### src/rtl/lm07_spi_ctrl_if.sv
// lm07_spi_ctrl_if: host-side request/result bundle for lm07_spi_ctrl
// master = display/debug logic, slave = lm07_spi_ctrl; LM07_ALARM_EN adds thresh/alarm
interface lm07_spi_ctrl_if;
  logic req;
  logic poll_en;
  logic busy;
  logic data_valid;
  logic [15:0] data;
  logic [8:0] temp_c;
`ifdef LM07_ALARM_EN
  logic [8:0] thresh;
  logic alarm;
  modport master(output req, poll_en, thresh, input busy, data, temp_c, data_valid, alarm);
  modport slave(input req, poll_en, thresh, output busy, data, temp_c, data_valid, alarm);
`else
  modport master(output req, poll_en, input busy, data, temp_c, data_valid);
  modport slave(input req, poll_en, output busy, data, temp_c, data_valid);
`endif
endinterface

### src/rtl/lm07_spi_ctrl.sv
// lm07_spi_ctrl: LM07 SPI master with manual and periodic read scheduling
// Ports: SYSCLK, RSTN (sync, active low); bus = host side (req, poll_en, busy, data,
// temp_c, data_valid); CS/SCK/SIO = sensor pins. LM07_ALARM_EN adds bus.thresh/bus.alarm.
module lm07_spi_ctrl #(
  parameter int CLK_DIV = 4,
  parameter int NBITS = 16,
  parameter int POLL_PERIOD = 1000,
  parameter int GAP_CYC = 8
) (
  input  logic SYSCLK,
  input  logic RSTN,
  lm07_spi_ctrl_if.slave bus,
  output logic CS,
  output logic SCK,
  input  logic SIO
);
  localparam logic [2:0] IDLE = 3'd0, SETUP = 3'd1, SCK_HI = 3'd2, SCK_LO = 3'd3, HOLD = 3'd4, GAP = 3'd5;
  localparam int PW = $clog2((CLK_DIV > GAP_CYC ? CLK_DIV : GAP_CYC) + 1);
  localparam int BW = $clog2(NBITS + 1);
  localparam int TW = $clog2(POLL_PERIOD + 1);
  logic [2:0] state;
  logic [PW-1:0] ph;
  logic [BW-1:0] bits;
  logic [TW-1:0] poll_cnt;
  logic [15:0] sh, data;
  logic pending, busy, data_valid, poll_fire, req_any, last, last_bit;
  assign poll_fire = bus.poll_en && poll_cnt == TW'(POLL_PERIOD - 1);
  assign req_any = bus.req || poll_fire;
  // GAP is timed by GAP_CYC, every other timed state by CLK_DIV
  assign last = ph == PW'(state == GAP ? GAP_CYC - 1 : CLK_DIV - 1);
  assign last_bit = bits == BW'(NBITS - 1);
  assign bus.busy = busy;
  assign bus.data = data;
  assign bus.temp_c = data[15:7];
  assign bus.data_valid = data_valid;
  always_ff @(posedge SYSCLK) begin
    if (!RSTN) begin
      state <= IDLE;
      ph <= '0;
      bits <= '0;
      poll_cnt <= '0;
      sh <= '0;
      data <= '0;
      pending <= 1'b0;
      busy <= 1'b0;
      data_valid <= 1'b0;
      CS <= 1'b1;
      SCK <= 1'b0;
    end else begin
      poll_cnt <= (!bus.poll_en || poll_fire) ? '0 : poll_cnt + 1'b1;
      data_valid <= 1'b0;
      ph <= (state == IDLE || last) ? '0 : ph + 1'b1;
      if (state != IDLE && req_any) pending <= 1'b1;
      case (state)
        IDLE: if (req_any || pending) begin
          state <= SETUP;
          CS <= 1'b0;
          busy <= 1'b1;
          pending <= 1'b0;
          bits <= '0;
        end
        SETUP: if (last) begin
          state <= SCK_HI;
          SCK <= 1'b1;
        end
        SCK_HI: if (last) begin
          sh <= {sh[14:0], SIO};
          state <= SCK_LO;
          SCK <= 1'b0;
        end
        SCK_LO: if (last) begin
          bits <= bits + 1'b1;
          state <= last_bit ? HOLD : SCK_HI;
          SCK <= !last_bit;
        end
        HOLD: if (last) begin
          state <= GAP;
          CS <= 1'b1;
          data <= sh;
          data_valid <= 1'b1;
        end
        GAP: if (last) begin
          state <= IDLE;
          busy <= 1'b0;
        end
        default: state <= IDLE;
      endcase
    end
  end
`ifdef LM07_ALARM_EN
  logic alarm;
  always_ff @(posedge SYSCLK) begin
    if (!RSTN) alarm <= 1'b0;
    else if (state == HOLD && last) alarm <= $signed(sh[15:7]) > $signed(bus.thresh);
  end
  assign bus.alarm = alarm;
`endif
endmodule

### src/flat_wrapper.sv
// flat-port wrapper written by rule: the top's interface ports become plain ports
module lm07_spi_ctrl_flat 
#(
  parameter int CLK_DIV = 4,
  parameter int NBITS = 16,
  parameter int POLL_PERIOD = 1000,
  parameter int GAP_CYC = 8
)
  (SYSCLK, RSTN, CS, SCK, SIO, bus_req, bus_poll_en, bus_busy, bus_data, bus_temp_c, bus_data_valid);
  lm07_spi_ctrl_if bus_i ();
  input  logic SYSCLK;
  input  logic RSTN;
  output logic CS;
  output logic SCK;
  input  logic SIO;
  input wire logic [$bits(bus_i.req)-1:0] bus_req;
  input wire logic [$bits(bus_i.poll_en)-1:0] bus_poll_en;
  output wire logic [$bits(bus_i.busy)-1:0] bus_busy;
  output wire logic [$bits(bus_i.data)-1:0] bus_data;
  output wire logic [$bits(bus_i.temp_c)-1:0] bus_temp_c;
  output wire logic [$bits(bus_i.data_valid)-1:0] bus_data_valid;
  assign bus_i.req = bus_req;
  assign bus_i.poll_en = bus_poll_en;
  assign bus_busy = bus_i.busy;
  assign bus_data = bus_i.data;
  assign bus_temp_c = bus_i.temp_c;
  assign bus_data_valid = bus_i.data_valid;
  lm07_spi_ctrl #(.CLK_DIV(CLK_DIV), .NBITS(NBITS), .POLL_PERIOD(POLL_PERIOD), .GAP_CYC(GAP_CYC)) u_core (.SYSCLK(SYSCLK), .RSTN(RSTN), .bus(bus_i), .CS(CS), .SCK(SCK), .SIO(SIO));
endmodule
### config.mk
export PLATFORM = sky130hd
export DESIGN_NAME = lm07_spi_ctrl_flat
export DESIGN_NICKNAME = d
export VERILOG_FILES = /design/src/rtl/lm07_spi_ctrl_if.sv /design/src/rtl/lm07_spi_ctrl.sv /design/src/flat_wrapper.sv
export SDC_FILE = /design/constraint.sdc
export NUM_CORES = 1
export LEC_CHECK = 0
export ABC_AREA = 1
export CELL_PAD_IN_SITES_DETAIL_PLACEMENT = 0
export CELL_PAD_IN_SITES_GLOBAL_PLACEMENT = 1
export CORE_UTILIZATION = 37
export CTS_BUF_LIST = sky130_fd_sc_hd__clkbuf_8
export CTS_CLUSTER_SIZE = 25
export DETAILED_ROUTE_END_ITERATION = 16
export GPL_TIMING_DRIVEN = 0
export PLACE_DENSITY = 0.77
export SETUP_SLACK_MARGIN = 0.2
export SLEW_MARGIN = 20
export SYNTH_ARGS = -nofsm -noshare
export SYNTH_HDL_FRONTEND = slang
export SYNTH_SLANG_ARGS = --single-unit
### constraint.sdc
create_clock -name SYSCLK -period 1.3 [get_ports SYSCLK]
set_input_delay 0.325 -clock SYSCLK [delete_from_list [all_inputs] [get_ports SYSCLK]]
set_output_delay 0.325 -clock SYSCLK [all_outputs]
set_load 0.05 [all_outputs]
==> impl_metrics.ini <==
[hold_path]
hp-class = in2reg

[setup_path]
path_cells = ha_4 > inv_4 > nor2_4 > nand3_4 > nor2_4 > buf_12 > buf_8 > buf_4 > a21oi_2
path_common_cell = nor2_4
cp-start-kind = register
max_stage_delay_ns = 0.35
crit_type = reg2reg
cp_max_fo = 8
cp.required_ns = 1.53
end_kind = register
crit_arrival_ns = 1.74
cp_slowest_cell = dfxtp_2

[floorplan]
fp.dieW_um = 84.2
num_rows = 29
die_height_um = 84.2
core_um2 = 6420
start_util = 0.389
die_area_um2 = 7090
io_pins = 34

[finish]
fillerInstances = 524
drive_gt1_frac = 0.548
num_antenna_cells = 0
utilization = 0.648
seq_area_um2 = 1250
design_area_um2 = 4160
instances_no_fill = 484
multiInputGateArea_um2 = 1420
fin_nets = 411
area_growth_pct = 66.5

[global_routing]
antenna_found_initial = 0
grt_util_met1 = 0.195
grt_max_degree = 11
grt_pass1_wl_mm = 9.72
grtUsageMet3 = 0.0551
gr-total-overflow = 0
grt_busiest_layer = met2
gr-usage-all-layers = 0.174
grt_pass1_vias = 2151
use_met2 = 0.311

[power]
power_switching_uw = 2020
power_density_nw_per_um2 = 1400
clock_power_share = 0.280
p_total_uw = 5830
power_frac_comb = 0.341
ir_drop_v = 0.000599
internal_power_uw = 3810
p_seq_frac = 0.379
cellLeakagePower_uw = 0.00169
switching_share = 0.347

[timing]
worstMarginPinSlew_ns = 0.579
drv_slew = 0
setup_viol = 50
fin_skew_ns = 0.00734
hold_viol_final = 0
post-route-min-period_ns = 1.51
fmax_ghz = 0.664
setup_ws_ns = -0.206
fin_crit_sh = 1.16
slew_headroom = 0.614
rsz0062_at_grt = yes

[drt]
first_pass_iters = 4
drt-wirelength-per-cell_um = 13.6
ant_nets = 0
drtIter0Drc = 79
routed_wl_mm = 6.58
routed_via_density = 4.88
num_vias = 2360
drc = 0

[yosys]
synth-seq-area-share = 0.472
async_flop_share = 0
synthesis.nets = 329
ys.warnings.count = 0
ys.flop_type = dfxtp_1
synth_cell_types = 27
synth_edf_count = 0
ys_ff_latch = 59
avgSynthCellArea_um2 = 7.82
syn_area_um2 = 2500
syn_inst = 320

[place]
place_area_um2 = 3040
dp_cells = 429
dp_hpwl_mm = 3.72
portBuffers = 32
place.gp.congestion = 0.789

[cts]
cts-buffers-inserted = 9
tritoncts = built
htree_levels = 3
cts.path.max_buffers = 2
clk_latency_ns = 0.34
clock-sinks = 59
ctsRootBufferMaster = clkbuf_8
path_clk_slew_ns = 0.07

[job]
cap_violations = 0

[status]
status = complete, but fails checks
violations = negative setup slack
==> placed cells by master (no fill, tap or decap), types with 3 or more instances in the layout <==
master	netlist	final
buf_6	4	29
a21oi_2	0	17
nand2_2	2	10
inv_1	39	34
nand2_1	39	29
ha_4	0	3
dfxtp_1	59	27
o21ai_2	0	15
clkbuf_1	4	4
nor2_4	2	8
o21ai_1	27	15
clkdlybuf4s50_1	0	3
o21a_1	3	3
nor2_1	32	22
a21oi_1	44	27
nand3_2	1	9
dfxtp_2	0	20
clkbuf_8	0	10
inv_2	1	6
o21ai_0	8	5
nand3_4	1	7
dfxtp_4	0	12
buf_4	10	21
buf_8	0	31
nand4_1	5	5
nor2_2	0	4
nand3_1	19	6
==> what timing repair did <==
action	CTS	global route
resized for setup	296	75
endpoints found under the setup margin	86	88
gates cloned	4	2
setup buffers	16	17
pin swaps	14	26
hold buffers	0	0
==> power groups by stage <==
stage          registers [uW]  clock network (uW)  logic [uW]
4_1_cts                  2180                1680        1750
5_1_grt                  2220                1750        2170
3_5_place_dp             2210                   0        1390
3_3_place_gp             2200                   0        1380
6_report                 2210                1630        1990
2_1_floorplan            2270                   0        1020
==> path summary, 6_finish.rpt <==
kind,from,endpoint,slack [ns],cells past startpoint
max reg2reg,u_core.ph[0],u_core.bus.data[3],-0.21,9
max,u_core.ph[0],u_core.bus.data[3],-0.21,9
min reg2reg,u_core.sh[5],u_core.bus.data[5],0.47,2
min,RSTN,u_core.ph[0],0.34,3
==> cells in the mapped netlist (3+ instances only) <==
| library cell | instances | area (um^2) |
|---|---|---|
| o21ai_1 | 27 | 135 |
| clkbuf_1 | 4 | 15.0 |
| nor2_1 | 32 | 120 |
| nand3_1 | 19 | 95.1 |
| o21a_1 | 3 | 22.5 |
| buf_4 | 10 | 75.1 |
| inv_1 | 39 | 146 |
| a21oi_1 | 44 | 220 |
| buf_2 | 3 | 15.0 |
| ha_1 | 4 | 50.1 |
| buf_6 | 4 | 45.0 |
| o21ai_0 | 8 | 40.0 |
| nand2_1 | 39 | 146 |
| dfxtp_1 | 59 | 1180 |
| or2_2 | 4 | 25.0 |
| nand4_1 | 5 | 31.3 |
==> metrics by stage <==
step                hold WS [ns]  setup TNS [ns]  setup WS, ns
floorplan                  0.409        -0.00447     -0.000893
global placement           0.424          -12.23        -0.375
detailed placement         0.428          -13.34        -0.377
CTS                        0.336           -6.39        -0.179
global route               0.341          -11.80        -0.284
finish                     0.340           -7.41        -0.206
==> layer usage <==
metal / up-vias / part of all wire
met5: - / 0
met4: 0 / 0.014
met3: 9 / 0.037
met2: 38 / 0.53
met1: 1100 / 0.42
li1: 1213 / -
==> cell families after synthesis <==
| kind of cell | count (synthesis) | synth area share |
|---|---|---|
| simple gates | 110 | 0.205 |
| compound gates | 84 | 0.176 |
| buf+inv | 61 | 0.120 |
| flops | 59 | 0.472 |
| fa+ha+maj | 4 | 0.0200 |
| xor+xnor | 2 | 0.00700 |
==> sequential cells by signal, summed over array words and instances, names as in the netlist <==
register and count:
u_core.CS 1, u_core.ph 4, u_core.bus.data_valid 1, u_core.SCK 1, u_core.state 3, u_core.bits 5
u_core.bus.busy 1, u_core.sh 16, u_core.pending 1, u_core.poll_cnt 10, u_core.bus.data 16
==> critical path, delay by kind of cell (launching register included) <==
family / cells / cell delay, ns
buf+inv: 4 / 0.43
simple gates: 3 / 0.43
compound gates: 1 / 0.05
flops: 1 / 0.35
fa+ha+maj: 1 / 0.15
==> area by class of cell <==
class | instances | area share
flip-flops and latches | 59 | 0.300
plain buffers | 21 | 0.0496
well taps | 77 | 0.0231
clock inverters | 6 | 0.0138
inverters | 40 | 0.0373
clock buffers | 10 | 0.0331
multi-input cells | 201 | 0.341
repair buffers | 70 | 0.201
Power figures use the tool's default switching activity.
